## config.mk

```make
export PLATFORM = sky130hd
export DESIGN_NAME = lstm_addr_seq
export DESIGN_NICKNAME = d
export VERILOG_FILES = /design/src/rtl/lstm_addr_seq.sv
export SDC_FILE = /design/constraint.sdc
export NUM_CORES = 1
export LEC_CHECK = 0
export BUFFER_PORTS_ARGS = -buffer_cell sky130_fd_sc_hd__buf_2
export CAP_MARGIN = 20
export CORE_UTILIZATION = 50
export DETAILED_ROUTE_END_ITERATION = 10
export HOLD_SLACK_MARGIN = 0.03
export MAX_ROUTING_LAYER = met4
export PLACE_DENSITY = 0.68
export RECOVER_POWER = 50
export SLEW_MARGIN = 10
export SYNTH_ARGS = -nofsm -noshare
export SYNTH_HDL_FRONTEND = slang
export SYNTH_SLANG_ARGS = --single-unit
```

## constraint.sdc

```tcl
create_clock -name clk -period 4.5 [get_ports clk]
set_clock_uncertainty 0.15 [all_clocks]
set_input_delay 0.9 -clock clk [delete_from_list [all_inputs] [get_ports clk]]
set_output_delay 0.9 -clock clk [all_outputs]
set_load 0.05 [all_outputs]
```

## src/rtl/lstm_addr_seq.sv

```systemverilog
// lstm_addr_seq: incremental read/write address sequencer for one LSTM matrix-vector pass
module lstm_addr_seq #(
    parameter int ADDR_WIDTH = 12,
    parameter int NUM_CELL   = 53,
    parameter int NUM_INPUT  = 53,
    parameter int TIMESTEP   = 7,
    parameter int PAUSE_LEN  = 2
) (
    input  logic                  clk,
    input  logic                  rst,
    input  logic                  start,
    input  logic                  dir,
    input  logic                  transpose,
    input  logic                  en,
    output logic                  o_valid,
    output logic [ADDR_WIDTH-1:0] o_addr_w,
    output logic [ADDR_WIDTH-1:0] o_addr_v,
    output logic [ADDR_WIDTH-1:0] o_addr_out,
    output logic                  o_row_last,
    output logic                  o_step_last,
    output logic                  o_busy,
    output logic                  o_done
);
    localparam int MAXD = NUM_CELL > NUM_INPUT ? NUM_CELL : NUM_INPUT;
    localparam int CW   = MAXD > 1 ? $clog2(MAXD) : 1;
    localparam int TW   = TIMESTEP > 1 ? $clog2(TIMESTEP) : 1;
    localparam int PW   = PAUSE_LEN > 1 ? $clog2(PAUSE_LEN) : 1;
    localparam int PL1  = PAUSE_LEN > 0 ? PAUSE_LEN - 1 : 0;
    localparam logic [ADDR_WIDTH-1:0] NI_A    = ADDR_WIDTH'(NUM_INPUT);
    localparam logic [ADDR_WIDTH-1:0] NC_A    = ADDR_WIDTH'(NUM_CELL);
    localparam logic [ADDR_WIDTH-1:0] ONE_A   = ADDR_WIDTH'(1);
    localparam logic [ADDR_WIDTH-1:0] LAST_NI = ADDR_WIDTH'((TIMESTEP - 1) * NUM_INPUT);
    localparam logic [ADDR_WIDTH-1:0] LAST_NC = ADDR_WIDTH'((TIMESTEP - 1) * NUM_CELL);

    typedef enum logic [1:0] {IDLE, RUN, PAUSE, DONE} state_t;

    state_t                state, state_n;
    logic                  dir_q, dir_n, tr_q, tr_n;
    logic [CW-1:0]         c, c_n, r, r_n, c_max, c_max_n, r_max, r_max_n;
    logic [TW-1:0]         t, t_n;
    logic [PW-1:0]         p, p_n;
    logic [ADDR_WIDTH-1:0] w_row, w_row_n, v_base, v_base_n, o_base, o_base_n;
    logic [ADDR_WIDTH-1:0] aw_n, av_n, ao_n;
    logic [ADDR_WIDTH-1:0] c_len, r_len, w_cs, w_rs;
    logic                  row_end, step_end, t_end;

    // next-state and next-address computation; row/step bases are reloaded at boundaries
    always_comb begin
        c_len    = tr_q ? NC_A : NI_A;
        r_len    = tr_q ? NI_A : NC_A;
        w_cs     = tr_q ? NI_A : ONE_A;
        w_rs     = tr_q ? ONE_A : NI_A;
        row_end  = c == c_max;
        step_end = row_end && r == r_max;
        t_end    = dir_q ? t == '0 : t == TW'(TIMESTEP - 1);
        state_n  = state;
        dir_n    = dir_q;
        tr_n     = tr_q;
        c_n      = c;
        r_n      = r;
        t_n      = t;
        p_n      = p;
        c_max_n  = c_max;
        r_max_n  = r_max;
        w_row_n  = w_row;
        v_base_n = v_base;
        o_base_n = o_base;
        aw_n     = o_addr_w;
        av_n     = o_addr_v;
        ao_n     = o_addr_out;
        case (state)
            IDLE: if (start) begin
                state_n  = RUN;
                dir_n    = dir;
                tr_n     = transpose;
                c_max_n  = transpose ? CW'(NUM_CELL - 1) : CW'(NUM_INPUT - 1);
                r_max_n  = transpose ? CW'(NUM_INPUT - 1) : CW'(NUM_CELL - 1);
                c_n      = '0;
                r_n      = '0;
                p_n      = '0;
                t_n      = dir ? TW'(TIMESTEP - 1) : '0;
                v_base_n = dir ? (transpose ? LAST_NC : LAST_NI) : '0;
                o_base_n = dir ? (transpose ? LAST_NI : LAST_NC) : '0;
                w_row_n  = '0;
                aw_n     = '0;
                av_n     = v_base_n;
                ao_n     = o_base_n;
            end
            RUN: if (!row_end) begin
                c_n  = c + CW'(1);
                aw_n = o_addr_w + w_cs;
                av_n = o_addr_v + ONE_A;
            end else if (step_end && t_end) begin
                state_n = DONE;
            end else begin
                c_n = '0;
                if (step_end) begin
                    r_n      = '0;
                    t_n      = dir_q ? t - TW'(1) : t + TW'(1);
                    v_base_n = dir_q ? v_base - c_len : v_base + c_len;
                    o_base_n = dir_q ? o_base - r_len : o_base + r_len;
                    w_row_n  = '0;
                    ao_n     = o_base_n;
                end else begin
                    r_n     = r + CW'(1);
                    w_row_n = w_row + w_rs;
                    ao_n    = o_addr_out + ONE_A;
                end
                aw_n    = w_row_n;
                av_n    = v_base_n;
                p_n     = '0;
                state_n = PAUSE_LEN > 0 ? PAUSE : RUN;
            end
            PAUSE: if (p == PW'(PL1)) state_n = RUN;
                   else p_n = p + PW'(1);
            DONE: state_n = IDLE;
            default: state_n = IDLE;
        endcase
    end

    // state, counters and registered outputs; en=0 holds everything
    always_ff @(posedge clk or posedge rst) begin
        if (rst) begin
            state       <= IDLE;
            dir_q       <= 1'b0;
            tr_q        <= 1'b0;
            c           <= '0;
            r           <= '0;
            t           <= '0;
            p           <= '0;
            c_max       <= '0;
            r_max       <= '0;
            w_row       <= '0;
            v_base      <= '0;
            o_base      <= '0;
            o_valid     <= 1'b0;
            o_addr_w    <= '0;
            o_addr_v    <= '0;
            o_addr_out  <= '0;
            o_row_last  <= 1'b0;
            o_step_last <= 1'b0;
            o_busy      <= 1'b0;
            o_done      <= 1'b0;
        end else if (en) begin
            state       <= state_n;
            dir_q       <= dir_n;
            tr_q        <= tr_n;
            c           <= c_n;
            r           <= r_n;
            t           <= t_n;
            p           <= p_n;
            c_max       <= c_max_n;
            r_max       <= r_max_n;
            w_row       <= w_row_n;
            v_base      <= v_base_n;
            o_base      <= o_base_n;
            o_valid     <= state_n == RUN;
            o_addr_w    <= aw_n;
            o_addr_v    <= av_n;
            o_addr_out  <= ao_n;
            o_row_last  <= state_n == RUN && c_n == c_max_n;
            o_step_last <= state_n == RUN && c_n == c_max_n && r_n == r_max_n;
            o_busy      <= state_n == RUN || state_n == PAUSE;
            o_done      <= state_n == DONE;
        end
    end
endmodule
```

# Word level (Yosys, flattened, before mapping)
# Cells that the tools add are included.
[totals]
word_cells = 121
reg_bits = 109
inputBits = 6
[classes]
add_sub_neg = 13
n_eq_ne = 16
muxes = 58
n_reduce_logical = 14
[op_table]
columns = ["operator", "count"]
rows = [
  ["$mux W12", 18],
  ["$pmux W12 S2", 6],
  ["$mux W6", 13],
  ["$add A12 B1 Y12 const B", 2],
  ["$add A12 B6 Y12", 2],
  ["$add A12 B6 Y12 const B", 2],
  ["$eq A6 B6 Y1", 4],
  ["$pmux W6 S2", 2],
  ["$sub A12 B6 Y12 const B", 2],
  ["$mux W3", 6],
  ["$add A6 B1 Y6 const B", 2],
  ["$reduce_and A5 Y1", 2],
  ["$mux W9", 1],
  ["$eq A2 B2 Y1 const B", 4],
  ["$ne A2 B2 Y1 const B", 4],
  ["$pmux W2 S4", 1],
  ["$mux W1", 6],
  ["$mux W2", 3],
  ["$pmux W3 S2", 1],
  ["$reduce_and A6 Y1", 1],
  ["$eq A2 B1 Y1 const B", 2],
  ["$logic_and A1 B1 Y1", 4],
  ["$reduce_and A4 Y1", 1],
  ["$add A3 B1 Y3 const B", 1],
  ["11 further kinds", 11],
]

# Logic depth before layout (Yosys ltp)
[logic_depth]
depth_word = 9
ltp_mapped = 14

# Worst setup path after synthesis
# OpenSTA, ideal clock, no wires.
[synth_timing]
path_type = "reg2reg"
from = "register dir_q"
to = "register o_addr_out[11]"
period_less_slack_ps = 3184
path_slack_ps = 1316
path_stages_with_launch = 11
arrival_time_ps = 2906
t_required_ps = 4222
cell_sequence = "dfrtp_1 inv_1 ha_1 a21oi_1 o21ai_0 a2111o_1 a31o_2 a21oi_1 o21ai_0 xnor2_1 o21ai_0"
[synth_between]
elab_chain_cells = 5
elab_cells_between_ends = 9
cone_classes = "1 x eq/ne; 6 x mux; 2 x reduce/logical"
[synth_rtl]
columns = ["element", "line_no", "text"]
rows = [
  ["from (decl)", "38", "logic dir_q, dir_n, tr_q, tr_n;"],
  ["from (signal assigned)", "146", "dir_q <= dir_n;"],
  ["$mux W12", "101", "o_base_n = dir_q ? o_base - r_len : o_base + r_len;"],
  ["$mux W12", "97", "if (step_end) begin"],
  ["$mux W12", "93", "end else if (step_end && t_end) begin"],
  ["$mux W12", "89", "RUN: if (!row_end) begin"],
  ["$pmux W12 S2", "71", "case (state)"],
  ["to (signal assigned)", "160", "o_addr_out <= ao_n;"],
  ["to (decl)", "18", "output logic [ADDR_WIDTH-1:0] o_addr_out,"],
]
# Parallel ways exist; a longest one is shown, timed or not. The select of a mux whose other input is x is not followed.
# A chain may end at the register's enable or synchronous reset.

# Worst setup path in the final report
[layout_timing]
from = "register dir_q"
to = "register o_step_last"
[layout_between]
elab_chain_cells = 8
elab_cells_between_ends = 16
cone_classes = "3 x eq/ne; 10 x mux; 3 x reduce/logical"
[layout_rtl]
columns = ["element", "line_no", "text"]
rows = [
  ["$mux W1", "55", "t_end = dir_q ? t == '0 : t == TW'(TIMESTEP - 1);"],
  ["$logic_and A1 B1 Y1", "93", ""],
  ["$mux W1", "93", ""],
  ["$mux W2", "89", ""],
  ["$pmux W2 S4", "71", ""],
  ["via state_n[0]", "37", "state_t state, state_n;"],
  ["$eq A2 B1 Y1", "162", "o_step_last <= state_n == RUN && c_n == c_max_n && r_n == r_max_n;"],
  ["$logic_and A1 B1 Y1 (2 in a row)", "162", ""],
  ["to (signal assigned)", "162", ""],
  ["to (decl)", "20", "output logic o_step_last,"],
]
# The timed path passes the listed nets, and every way through them passes these cells.

==> summary.md <==
| Metric | Value |
|---|---|
| First DRT Iteration DRCs | roughly 620 |
| Met3 routed WL | around 1200 um |
| CTS tree | done |
| Core area | 13900 um^2 |
| CP max-delay cell | dfrtp_1 |
| Layout area overhead | 9.18% |
| Die W | 122 um |
| Yosys reg bits | between 100 and 150 |
| Post-CTS Hold Fix Bufs | 0 |
| Worst EP required | 4.61 ns |
| Port bufs | 46 |
| Syn Inst Count | slightly above 800 |
| Hold Violations, Final | 0 |
| Die area | 14900 um^2 |
| Die height | 122 um |
| Starting Density | about half |
| Most frequent cell after synthesis | dfrtp_1 |
| First-pass GRT wire length | about 32000 um |
| CP Cell Sequence | buf_4 > or3b_1 > a21oi_2 > nand3_2 > a21o_1 > o211ai_1 > ha_1 > nand2_1 > nor3_1 > o211ai_1 > nor4_2 > nand3_1 > o41ai_2 |
| Slowest stage delay, CP | 0.59 ns |
| # diodes | 0 |
| DR pass1 iterations | 6 |
| Setup crit start kind | flip-flop |
| Max VDD drop | 0.000350 V |
| Setup TNS | 0 ns |
| Final Cycle Share | 81.5% |
| Final nets | around 900 |
| Post-CTS Setup Bufs | 0 |
| Async S/R FF share, synth | 100% |
| Vias per Instance | roughly 6.2 |
| Synth top area share | 38.0% |
| Setup Crit Path Kind | reg -> reg |
| Fin util | 56.3% |
| Hold Path Class | in -> async |
| Synth Area in Simple Gates | 18.7% |
| DR DRC count | 0 |
| Drt wl/cell | around 19 um |
| Reg2reg start | dir_q |
| Met1 Wirelength | 9010 um |
| Most used cell along the critical path | o211ai_1 |
| FP Rows | 43 |
| Endpoints failing setup | 0 |
| GPL Wtd Cong | approximately 0.89 |
| Synthesized cell area | 7190 um^2 |
| Commonest cells in the netlist | dfrtp_1, nand2_1, o21ai_0, nor2_1, a21oi_1 |
| Crit path arrival time | 3.78 ns |
| Mux contribution to synthesized area | 2.42% |
| Failing checks | capacitance limit, slew limit |
| Top layer in use | met4 |
| Share of cells above drive strength 1 | 10.3% |
| Remaining antenna violation count | 0 |
| Largest net degree at the start of global routing | 109 |
| Element type at the critical path end | flip-flop |
| Max Slew Vio Count | 109 |
| Gr usage total | 28.3% |
| Io pins | between 40 and 50 |
| # clock sinks | roughly 110 |
| Slew @ Worst Pin | 2.76 ns |
| Antenna violations before repair | 0 |
| EDFF count, synth | 0 |
| Crit path time final | about 3.7 ns |
| RSZ-0062 raised after global routing | false |
| Grt ovf | 0 |
| Ys flop type | dfrtp_1 |
| Worst Path Max Fanout | 11 |
| Netlist cell types | 75 |
| Routed via count | between 6k and 7k |
| Detailed Place HPWL | roughly 13000 um |
| Vias in the first global route | 6130 |
| Peak Freq | 273 MHz |
| Mapped Avg Cell Area | 8.76 um^2 |
| Main combinational cell family by area after synthesis | compound AO/OA/AOI/OAI gates |
| FF-to-FF End | o_step_last |
| Ys Warns | 0 |
| Synth top area cells | dfrtp_1, o21ai_0, ha_1, nand2_1, xnor2_1 |
| Num CTS Buffers | 9 |
| Root Driver | clkbuf_16 |
| Post-synthesis compound-gate area fraction | 23.5% |
| Max cap viols | 1 |
| Synth Area in Adders | between 6 and 7% |
| End of the critical path | o_step_last |
| Register area share after synthesis | a little under two fifths |
| Synth Area in XOR/XNOR | 6.95% |
| Pwr Density | about 650 nW/um^2 |
| Flop-to-flop setup slack | 0.83 ns |
| CTS H-tree lvls | 3 |
| Worst reg2reg path depth | 13 |
| Worst Setup SP | dir_q |
| Skew-Pair Late Insertion Delay | 0.36 ns |
| Synth Net Count | 863 |
| Cell taking the most area after synthesis | dfrtp_1 |
| Clk pin slew, worst setup/hold paths | around 0.07 ns |
| Routed WL | ~19000 um |
| Leakage | 0.00344 uW |
| DR WL met2 | 8700 um |
| Longest Clk Path Bufs | 2 |
| Relative slew slack | -84.2% |
| Post-CTS resize count | 0 |
| Status | finished with violations |
[report_power, final]
part | internal [uW] | switching [uW]
logic | 1010 | 1750
registers | 1230 | 316
clock network | 441 | 357
[metrics by stage]
step	instance area [um^2]	power, uW	hold WS (ns)	std cells	setup slack [ns]
2_1_floorplan	7190	3630	0.300	820	0.576
3_3_place_gp	7600	4210	0.318	1024	0.928
3_5_place_dp	7600	4290	0.328	1024	0.776
4_1_cts	7890	5110	0.242	1038	0.870
5_1_grt	7850	5470	0.240	1038	0.539
6_report	7850	5110	0.245	1038	0.831
[sequential cells by signal, indices dropped and copies added (netlist names), 2 cells and up]
signal,count
state,2
t,3
o_base,12
c,6
o_addr_v,12
o_addr_out,12
c_max,6
v_base,12
r,6
w_row,12
r_max,6
o_addr_w,12
[per-layer routing]
layer	track usage (%)	vias to the layer above
li1	-	3028
met1	39.2	3133
met2	41.8	258
met3	3.89	38
met4	10.9	0
met5	-	-
[area by class of cell]
cell class | count | area, um^2
Clock buffer | 12 | 246
Clock inverter | 2 | 35.0
Fill cell | 1258 | 6090
Inverter | 25 | 95.1
Multi-Input combinational cell | 648 | 4190
Sequential cell | 109 | 2730
Tap cell | 180 | 225
Timing Repair Buffer | 62 | 323
[layout by cell type (no fill, tap or decap), types with 8 or more instances in the layout]
master | netlist | layout
ha_1 | 34 | 34
clkbuf_1 | 24 | 22
nand3_1 | 27 | 27
a22o_1 | 15 | 15
clkbuf_16 | 0 | 9
a21oi_1 | 56 | 56
a31oi_1 | 18 | 18
nor2_1 | 68 | 68
mux2_2 | 10 | 10
o31ai_1 | 8 | 8
a21o_1 | 9 | 9
dfrtp_1 | 109 | 109
nor2b_1 | 13 | 13
nor3_1 | 12 | 12
xor2_1 | 20 | 20
nand2_1 | 88 | 88
buf_4 | 1 | 15
o21ai_0 | 87 | 87
and3_1 | 20 | 20
xnor2_1 | 37 | 37
buf_2 | 7 | 26
inv_1 | 25 | 24
[logic make-up after synthesis]
group           Yosys count
buf+inv                  63
compound gates          263
fa+ha+maj                37
simple gates            275
flops                   109
xor+xnor                 57
mux                      16
[how the worst min path moves through the flow]
stage               from        end  cells past startpoint
6_report             rst  o_base[0]                      2
3_5_place_dp   o_base[9]  o_base[9]                      2
3_3_place_gp   o_base[3]  o_base[3]                      2
2_1_floorplan  o_base[9]  o_base[9]                      2
4_1_cts              rst  o_base[0]                      2
5_1_grt              rst  o_base[0]                      2
[worst max-delay path: cells and delay by family (launching register included)]
family | cells | cell delay, ns
and+or+nand+nor | 6 | 1.14
DFF | 1 | 0.59
buffers and inverters | 1 | 0.27
AOI/OAI and AO/OA | 5 | 1.21
adders and majority gates | 1 | 0.20
No activity file was read; power rests on OpenSTA's default activity.
